**src/rtl/mem_arbiter.sv**
```systemverilog
// Single-port memory arbiter sharing one bus between instruction fetch and load/store.
// One outstanding transaction; load/store has priority, bounded by a fetch starvation guard.
module mem_arbiter #(
  parameter int unsigned AW         = 32,
  parameter int unsigned DW         = 32,
  parameter int unsigned STARVE_MAX = 4
) (
  input  logic            clk,
  input  logic            rst,
  // Fetch requester
  input  logic            if_req,
  input  logic [AW-1:0]   if_addr,
  output logic            if_gnt,
  output logic            if_rvalid,
  output logic [DW-1:0]   if_rdata,
  // Load/store requester
  input  logic            ls_req,
  input  logic            ls_we,
  input  logic [DW/8-1:0] ls_be,
  input  logic [AW-1:0]   ls_addr,
  input  logic [DW-1:0]   ls_wdata,
  output logic            ls_gnt,
  output logic            ls_rvalid,
  output logic [DW-1:0]   ls_rdata,
  // Memory side
  output logic            mem_req,
  output logic            mem_we,
  output logic [DW/8-1:0] mem_be,
  output logic [AW-1:0]   mem_addr,
  output logic [DW-1:0]   mem_wdata,
  input  logic            mem_ready,
  input  logic            mem_rvalid,
  input  logic [DW-1:0]   mem_rdata,
  output logic            busy
);

  localparam int unsigned   CW     = $clog2(STARVE_MAX + 1);
  localparam logic [CW-1:0] CntMax = CW'(STARVE_MAX);

  localparam logic [0:0] StIdle = 1'b0;
  localparam logic [0:0] StWait = 1'b1;

  logic [0:0]    st_q, st_d;
  logic          owner_q, owner_d;
  logic [CW-1:0] cnt_q, cnt_d;

  logic idle, any_req, sel_ls, accept, resp;

  always_comb begin
    idle    = (st_q == StIdle);
    any_req = if_req | ls_req;
    sel_ls  = ls_req & (~if_req | (cnt_q < CntMax));
    accept  = ~rst & idle & any_req & mem_ready;
    // Responses arriving while idle are stale and dropped.
    resp    = ~rst & ~idle & mem_rvalid;
  end

  always_comb begin
    mem_req   = ~rst & idle & any_req;
    mem_we    = ~rst & sel_ls & ls_we;
    mem_be    = rst ? '0 : (sel_ls ? ls_be : '1);
    mem_addr  = rst ? '0 : (sel_ls ? ls_addr : if_addr);
    mem_wdata = (rst | ~sel_ls) ? '0 : ls_wdata;
    if_gnt    = accept & ~sel_ls;
    ls_gnt    = accept & sel_ls;
    if_rvalid = resp & ~owner_q;
    ls_rvalid = resp & owner_q;
    if_rdata  = if_rvalid ? mem_rdata : '0;
    ls_rdata  = ls_rvalid ? mem_rdata : '0;
    busy      = ~rst & ~idle;
  end

  always_comb begin
    st_d    = st_q;
    owner_d = owner_q;
    cnt_d   = cnt_q;
    unique case (st_q)
      StIdle: begin
        if (accept) begin
          st_d    = StWait;
          owner_d = sel_ls;
          // Count only data grants that made a waiting fetch lose.
          if (sel_ls && if_req) begin
            cnt_d = (cnt_q == CntMax) ? CntMax : cnt_q + 1'b1;
          end else begin
            cnt_d = '0;
          end
        end
      end
      StWait: begin
        if (mem_rvalid) st_d = StIdle;
      end
    endcase
  end

  always_ff @(posedge clk or posedge rst) begin
    if (rst) begin
      st_q    <= StIdle;
      owner_q <= 1'b0;
      cnt_q   <= '0;
    end else begin
      st_q    <= st_d;
      owner_q <= owner_d;
      cnt_q   <= cnt_d;
    end
  end

endmodule

```
**config.mk**
```make
export PLATFORM = sky130hd
export DESIGN_NAME = mem_arbiter
export DESIGN_NICKNAME = d
export VERILOG_FILES = /design/src/rtl/mem_arbiter.sv
export SDC_FILE = /design/constraint.sdc
export NUM_CORES = 1
export LEC_CHECK = 0
export CAP_MARGIN = 20
export CORE_AREA = 2 2 107 109
export DETAILED_ROUTE_END_ITERATION = 12
export DIE_AREA = 0 0 109 111
export PLACE_DENSITY_LB_ADDON = 0.15
export SETUP_SLACK_MARGIN = 0.05
export SYNTH_ARGS = -nofsm -noshare
export SYNTH_HDL_FRONTEND = slang
export SYNTH_SLANG_ARGS = --single-unit
```
**constraint.sdc**
```tcl
create_clock -name clk -period 1.44 [get_ports clk]
set_input_delay 0.288 -clock clk [delete_from_list [all_inputs] [get_ports clk]]
set_output_delay 0.288 -clock clk [all_outputs]
set_load 0.03 [all_outputs]
```
==> impl_metrics.json, run 1 <==
{
  "status": "finished, violations left",
  "violations": "setup timing",
  "drv_slew": 0,
  "syn_avg_cell_area_um2": 6.467,
  "tritoncts": "built",
  "rr_worst_depth": 5,
  "clkSinkCount": 5,
  "die_width_um": 109,
  "placed_area_mm2": 0.004901,
  "synth_seq_cells": 5,
  "cts_inserted_buffers": 3,
  "antenna_found_initial": 0,
  "syn_area_mm2": 0.001649,
  "port_buffers": 277,
  "synth-edff-count": 0,
  "nFillCells": 996,
  "vias": 2962,
  "detail-route-antenna-nets": 0,
  "finalNetCount": 691,
  "grt_overflow": 0,
  "ys_async_sr_fraction_pct": 100.0,
  "grt_pass1_wl_um": 16120,
  "die-area_mm2": 0.01210,
  "hpwlAfterDp_um": 7989,
  "drc": 0,
  "crit_fanout": 7,
  "criticalPathCategory": "reg -> out",
  "first_global_vias": 3052,
  "clk_latency_ns": 0.23,
  "die_h_um": 111,
  "wl_um": 10860,
  "initial_utilization_pct": 14.89,
  "fin_util_pct": 53.32,
  "rows": 39,
  "syn_to_final_growth_pct": 258.1,
  "fin_ws_ns": -0.3666,
  "synth_cells": 255,
  "finalHoldViolCount": 0,
  "wl_per_cell_um": 15.69,
  "htreeDepth": 1,
  "cts.path.max_buffers": 2,
  "numPlacedInstances": 672,
  "fin_crit_sh_pct": 125.5,
  "rr_startpoint": "st_q",
  "powerDensity_mw_per_mm2": 409.0,
  "arrival_ns": 1.52,
  "clkTransAtPathRegs_ns": 0.03,
  "worstPathRequired_ns": 1.15,
  "worstHoldPathType": "in -> async",
  "track_usage_pct": 16.74,
  "p_leak_nw": 2.616,
  "r2r_slack_ns": 0.14,
  "fmax_ghz": 0.5535,
  "p_total_mw": 2.416,
  "fin_skew_ns": 0.0004966,
  "setup_violations": 138,
  "yosys_warnings": 0,
  "diodes": 0,
  "post-route-min-period_ns": 1.807,
  "first_pass_iters": 3,
  "ys_types": 29,
  "rsz0062_at_grt": "true",
  "place_ws_ns": -0.6089,
  "slew-limit-headroom_pct": 78.50,
  "finalInstanceArea_mm2": 0.005906,
  "cap_violations": 0,
  "core_area_mm2": 0.01108,
  "drive_gt1_share_pct": 66.30,
  "pin_count": 278,
  "root_buffer": "clkbuf_16",
  "synthFlopType": "dfrtp_1",
  "drtIter0Drc": 88,
  "grt_max_degree": 39,
  "final_cells": 692,
  "start_kind": "flip-flop",
  "gp_congestion": 0.7946,
  "vias_per_cell": 4.280,
  "ir_drop_uv": 206.6,
  "syn_nets": 396,
  "tightest_slew_ns": 0.3225,
  "seq_area_frac_synth_pct": 7.587,
  "r2r_end": "cnt_q[0]",
  "end_kind": "output pin"
}
==> registers in the layout (all words and copies together) (netlist names) <==
signal   count
owner_q      1
cnt_q        3
st_q         1
==> cells in the mapped netlist, types with 2 or more instances <==
cell / number / area, um^2
a21oi_1: 3 / 15.01
nor3_1: 2 / 10.01
nand2_2: 10 / 62.56
a21oi_2: 29 / 254.0
and3_1: 34 / 212.7
dfrtp_1: 5 / 125.1
ha_1: 2 / 25.02
mux2_2: 3 / 33.78
buf_4: 4 / 30.03
buf_8: 2 / 30.03
buf_2: 4 / 20.02
nand2_1: 55 / 206.5
inv_1: 4 / 15.01
clkbuf_1: 6 / 22.52
clkbuf_2: 5 / 25.02
and2_1: 64 / 400.4
nor2_1: 11 / 41.29
==> worst max path at each step <==
stage / start / end / slack (ns) / depth (start not counted)
4_1_cts: cnt_q[2] / mem_wdata[5] / -0.38 / 5
3_5_place_dp: ls_req / mem_addr[25] / -0.61 / 6
3_3_place_gp: ls_req / mem_addr[13] / -0.54 / 6
6_report: cnt_q[2] / mem_addr[25] / -0.37 / 6
2_1_floorplan: st_q / if_rdata[10] / -0.09 / 4
5_1_grt: cnt_q[2] / mem_addr[9] / -0.42 / 6
==> metrics by stage <==
stage                     TNS [ns]  hold WS [ns]
final                       -42.62        0.2290
after global routing        -50.11        0.2501
after CTS                   -42.50        0.2240
after detailed placement    -66.32        0.4271
after global placement      -62.29        0.4246
after floorplan             -7.081        0.3036
==> final cells by class <==
class | instances | area (um^2) | share of cell area, %
repair buffers | 310 | 3369 | 57.06
multi-input cells | 226 | 2133 | 36.12
well taps | 143 | 178.9 | 3.030
flip-flops and latches | 5 | 127.6 | 2.161
clock buffers | 4 | 78.83 | 1.335
inverters | 4 | 17.52 | 0.2966
==> repair_timing <==
item	4_1_cts	5_1_grt
hold buffers	0	0
pin swaps	24	38
gates cloned	6	3
endpoints found under the setup margin	143	142
resized for setup	171	49
setup buffers	8	5
==> layer usage <==
layer | track usage, % | vias up | wire, um
li1 | - | 1426 | -
met1 | 18.79 | 1387 | 3828
met2 | 32.05 | 137 | 6151
met3 | 2.175 | 12 | 679
met4 | 4.615 | 0 | 201
met5 | 0 | - | 0
==> cells in the final DEF (no fill, tap or decap), drive strengths merged, types with 2 or more instances in the layout <==
master / n
buf: 171
dlygate4sd2: 2
clkbuf: 7
and2: 64
a21oi: 32
mux2: 3
nand2: 65
nor2: 11
nor3: 2
and3: 38
inv: 4
clkdlybuf4s50: 133
dfrtp: 5
ha: 2
==> where the power goes <==
group / internal [mW] / total [mW] / switching [mW]
Clock: 0.367 / 0.457 / 0.0897
Sequential: 0.165 / 0.194 / 0.0292
Combinational: 0.953 / 1.76 / 0.812
==> cells by family (layout without fill, tap and decap cells) <==
family                   Yosys count  in the layout  synth area share [%]
AO/OA/AOI/OAI                     36             36                 18.82
AND/OR/NAND/NOR                  180            184                 58.65
flip-flops                         5              5                 7.587
multiplexers                       4              4                 2.655
buffers and inverters             28            318                 10.77
adder cells (fa/ha/maj)            2              2                 1.517
==> worst max-delay path, cell delays in order, from the launching register on <==
cell and delay [ns]:
dfrtp_2 0.43, a21boi_4 0.18, buf_6 0.17, clkbuf_16 0.17
nand2_2 0.07, a21oi_4 0.12, buf_6 0.14
Power figures use the tool's default switching activity.
==> run 2, diff against run 1 <==
Settings changed: CTS_BUF_LIST set to sky130_fd_sc_hd__clkbuf_2, GPL_ROUTABILITY_DRIVEN set to 1.
==> run 2 against run 1 <==
The flow still finishes with violations (setup timing). Clock power fell by 72%. Clock skew is 0.00081 ns higher. Power down 14%. Largest cell class unchanged. Via count decreased by 0.68%. Wire length decreased by 1.2%. Sequential power about the same. Core utilization down 0.52 points. Critical path type unchanged.
==> impl_metrics.json, run 2 (synthesis results as in run 1) <==
{
  "status": "finished, violations left",
  "violations": "setup timing",
  "end_kind": "output pin",
  "syn_to_final_growth_pct": 254.6,
  "worstHoldPathType": "in -> async",
  "grt_pass1_wl_um": 16010,
  "grt_max_degree": 39,
  "p_clk_share_pct": 6.3,
  "endpoint": "mem_addr[25]",
  "powerDensity_mw_per_mm2": 355.1,
  "r2r_slack_ns": -0.04,
  "clkSinkCount": 5,
  "track_usage_pct": 16.65,
  "gp_congestion": 0.7946,
  "largest_reg_flops": 3,
  "comb_power_share_pct": 84.5,
  "clk_latency_ns": 0.21,
  "fin_skew_ns": 0.001305,
  "pin_count": 278,
  "initial_utilization_pct": 14.89,
  "cts.path.max_buffers": 2,
  "place_ws_ns": -0.6089,
  "drtIter0Drc": 94,
  "tightest_slew_ns": 0.3225,
  "cts-hold-fix-buffers": 0,
  "rsz0062_at_grt": "true",
  "drive_gt1_share_pct": 66.48,
  "arrival_ns": 1.52,
  "cap_violations": 0,
  "drc": 0,
  "cts_inserted_buffers": 3,
  "detail-route-antenna-nets": 0,
  "finalHoldViolCount": 0,
  "post-route-min-period_ns": 1.804,
  "antenna_found_initial": 0,
  "criticalPathCategory": "reg -> out",
  "setup_violations": 142,
  "clkTransAtPathRegs_ns": 0.06,
  "crit_path_start": "cnt_q[2]",
  "ir_drop_uv": 205.2,
  "power_switching_uw": 891.7,
  "drv_slew": 0,
  "hpwlAfterDp_um": 7989,
  "fin_ws_ns": -0.3638,
  "p_total_mw": 2.077,
  "first_global_vias": 3049,
  "wl_um": 10730,
  "rr_startpoint": "st_q",
  "tritoncts": "built",
  "grt_overflow": 0,
  "internal_power_mw": 1.185,
  "fmax_ghz": 0.5544,
  "finalNetCount": 691,
  "crit_fanout": 7,
  "fin_util_pct": 52.80,
  "seqPwrFrac_pct": 9.2,
  "reg_top3": "cnt_q (3), owner_q (1), st_q (1)",
  "vias_per_cell": 4.251,
  "fin_crit_sh_pct": 125.3,
  "first_pass_iters": 4,
  "p_leak_nw": 2.588,
  "final_cell_mix": "clkdlybuf4s50_1, buf_6, and2_4",
  "finalSetupTns_ns": -40.75,
  "diodes": 0,
  "core_area_mm2": 0.01108,
  "htreeDepth": 1,
  "r2r_end": "cnt_q[0]",
  "port_buffers": 277,
  "die-area_mm2": 0.01210,
  "rr_worst_depth": 7,
  "die_h_um": 111,
  "worstPathRequired_ns": 1.15,
  "netSwitchingFraction_pct": 42.94,
  "rows": 39,
  "top_register": "cnt_q",
  "die_width_um": 109,
  "root_buffer": "clkbuf_2",
  "start_kind": "flip-flop",
  "wl_per_cell_um": 15.51,
  "vias": 2942,
  "slew-limit-headroom_pct": 78.50
}
[run 2: cell types whose count changed in the layout (fill, tap and decap cells not counted), sizes merged]
cell	previous run	this run
clkdlybuf4s15	1	2
buf	171	170
[run 2: layout make-up]
cell class                      count  area, um^2
Sequential cell                     5       127.6
Fill cell                         999        5229
Timing Repair Buffer              310        3379
Clock buffer                        4       20.02
Tap cell                          143       178.9
Inverter                            4       17.52
Multi-Input combinational cell    226        2125
[run 2: power groups by stage]
| stage | sequential (mW) | clock (mW) | combinational (mW) |
|---|---|---|---|
| 2_1_floorplan | 0.178 | 0 | 0.791 |
| 3_3_place_gp | 0.180 | 0 | 1.49 |
| 3_5_place_dp | 0.181 | 0 | 1.50 |
| 4_1_cts | 0.192 | 0.139 | 1.71 |
| 5_1_grt | 0.195 | 0.155 | 1.85 |
| 6_report | 0.191 | 0.130 | 1.76 |
[run 2: layer usage]
metal | part of all wire [%] | global-route usage (%) | vias to the layer above
li1 | - | - | 1429
met1 | 35 | 18.59 | 1366
met2 | 57 | 31.97 | 135
met3 | 6.4 | 2.175 | 12
met4 | 1.9 | 4.615 | 0
met5 | 0 | 0 | -
[run 2: repair_timing]
item	4_1_cts	5_1_grt
gates resized for setup	178	38
setup buffers	8	3
cloned	6	3
setup endpoints to repair	143	143
pin swaps	26	37
[run 2: critical path: stages, from the launching register on]
cell and delay (ns):
dfrtp_2 0.44, a21boi_4 0.18, buf_6 0.17, clkbuf_16 0.17, nand2_2 0.07, a21oi_4 0.12
buf_6 0.14
[run 2: per-stage QoR]
stage	hold WS (ns)	std cells	cell area, um^2
2_1_floorplan	0.3036	255	2263
3_3_place_gp	0.4246	672	4901
3_5_place_dp	0.4271	672	4901
4_1_cts	0.2131	689	5667
5_1_grt	0.2232	692	5848
6_report	0.2337	692	5848
[run 2: worst min-delay path by stage]
stage,start,to,slack [ns],cells past startpoint
2_1_floorplan,rst,cnt_q[0],0.30,2
3_3_place_gp,rst,cnt_q[2],0.42,3
3_5_place_dp,rst,cnt_q[2],0.43,3
4_1_cts,rst,cnt_q[2],0.21,3
5_1_grt,rst,cnt_q[2],0.22,3
6_report,rst,cnt_q[2],0.23,3
==> run 3, diff against run 2 <==
Settings changed: SKIP_LAST_GASP set to 1.
==> run 3 against run 2 <==
The flow still finishes with violations (setup timing). Hold slack barely moved. Clock power hardly changed. Design area is 2.0% lower. Global-route usage is 0.18 points lower. Die area stayed put. Critical path depth stayed put. Final cell count rose by 0.14%. Via count grew 0.17%. Register-to-register slack better by 0.12 ns. Clock skew increased by 0.0017 ns. Critical endpoint unchanged. Largest cell class unchanged.
==> impl_metrics.json, run 3 (synthesis results as in run 1) <==
{
  "track_usage_pct": 16.47,
  "syn_to_final_growth_pct": 247.4,
  "p_total_mw": 2.065,
  "rr_startpoint": "st_q",
  "core_area_mm2": 0.01108,
  "post-route-min-period_ns": 1.803,
  "grt_max_degree": 39,
  "r2r_slack_ns": 0.08,
  "worstPathRequired_ns": 1.15,
  "initial_utilization_pct": 14.89,
  "status": "finished, violations left",
  "fmax_ghz": 0.5547,
  "fin_skew_ns": 0.003041,
  "cts-hold-fix-buffers": 0,
  "fin_crit_sh_pct": 125.2,
  "finalHoldViolCount": 0,
  "finalSetupTns_ns": -42.61,
  "numPlacedInstances": 672,
  "endpoint": "mem_addr[25]",
  "top_register": "cnt_q",
  "pin_count": 278,
  "rr_worst_depth": 6,
  "end_kind": "output pin",
  "diodes": 0,
  "grt_overflow": 0,
  "clkTransAtPathRegs_ns": 0.06,
  "hpwlAfterDp_um": 7989,
  "clkSinkCount": 5,
  "reg_top3": "cnt_q (3), owner_q (1), st_q (1)",
  "r2r_end": "cnt_q[0]",
  "violations": "setup timing",
  "die-area_mm2": 0.01210,
  "rsz0062_at_grt": "true",
  "tightest_slew_ns": 0.3174,
  "final_common_cell": "clkdlybuf4s50_1",
  "cts.path.max_buffers": 2,
  "vias": 2947,
  "largest_reg_flops": 3,
  "slew-limit-headroom_pct": 78.84,
  "antenna_found_initial": 0,
  "finalNetCount": 692,
  "crit_path_start": "cnt_q[2]",
  "placed_area_mm2": 0.004901,
  "cap_violations": 0,
  "clk_latency_ns": 0.21,
  "tritoncts": "built",
  "arrival_ns": 1.51,
  "p_leak_nw": 2.568,
  "die_h_um": 111,
  "rows": 39,
  "first_global_vias": 3013,
  "drv_slew": 0,
  "drtIter0Drc": 81,
  "first_pass_iters": 3,
  "wl_per_cell_um": 15.36,
  "gp_congestion": 0.7946,
  "crit_fanout": 7,
  "drive_gt1_share_pct": 66.36,
  "ir_drop_uv": 205.2,
  "powerDensity_mw_per_mm2": 360.4,
  "root_buffer": "clkbuf_2",
  "final_cell_mix": "clkdlybuf4s50_1, buf_6, and2_4",
  "drc": 0,
  "criticalPathCategory": "reg -> out",
  "setup_violations": 138,
  "fin_ws_ns": -0.3627,
  "start_kind": "flip-flop",
  "finalInstanceArea_mm2": 0.005729,
  "htreeDepth": 1,
  "port_buffers": 277,
  "detail-route-antenna-nets": 0,
  "die_width_um": 109,
  "cts_inserted_buffers": 3,
  "worstHoldPathType": "in -> async",
  "grt_pass1_wl_um": 15860,
  "final_cells": 693,
  "wl_um": 10650,
  "vias_per_cell": 4.253
}
-- run 3: cell count changes in the layout (fill, tap and decap cells not counted), sizes merged --
cell and change:
buf +1
-- run 3: critical path, cell delays in order, from the launching register on --
cell and delay, ns:
dfrtp_2 0.44, a21boi_4 0.18, buf_6 0.17, clkbuf_16 0.17
nand2_2 0.07, a21oi_4 0.12, buf_6 0.14
-- run 3: repair_timing --
item / in CTS / in global routing
buffers inserted: 8 / 5
pin swaps: 25 / 34
endpoints found under the setup margin: 143 / 143
cloned: 6 / 3
gates resized for setup: 132 / 51
-- run 3: power breakdown --
group | internal, mW | switching [mW] | leakage [nW]
registers | 0.164 | 0.0272 | 0.0627
clock network | 0.0735 | 0.0557 | 0.0166
logic | 0.940 | 0.804 | 2.49
-- run 3: final cells by class --
cell class	instances	area, um^2
Clock buffer	4	20.02
Inverter	4	17.52
Multi-Input combinational cell	226	2122
Timing Repair Buffer	311	3263
Fill cell	1024	5348
Sequential cell	5	127.6
Tap cell	143	178.9
-- run 3: worst min path at each step --
| stage | slack [ns] | start | end | cells past startpoint |
|---|---|---|---|---|
| after detailed placement | 0.43 | rst | cnt_q[2] | 3 |
| after global routing | 0.22 | rst | cnt_q[2] | 3 |
| after global placement | 0.42 | rst | cnt_q[2] | 3 |
| after CTS | 0.21 | rst | cnt_q[2] | 3 |
| final | 0.23 | rst | cnt_q[2] | 3 |
| after floorplan | 0.30 | rst | cnt_q[0] | 2 |
-- run 3: routing by layer --
layer / global-route usage (%) / share of wire, %
met4: 4.017 / 1.6
met1: 18.55 / 35
met5: 0 / 0
met3: 2.352 / 6.8
met2: 31.55 / 56
-- run 3: metrics by stage --
step / util [%] / setup WS (ns) / hold slack [ns]
2_1_floorplan: - / -0.08976 / 0.3036
3_3_place_gp: 44.24 / -0.5379 / 0.4246
3_5_place_dp: 44.24 / -0.6089 / 0.4271
4_1_cts: 49.72 / -0.3953 / 0.2131
5_1_grt: 51.72 / -0.4516 / 0.2232
6_report: 51.72 / -0.3627 / 0.2335
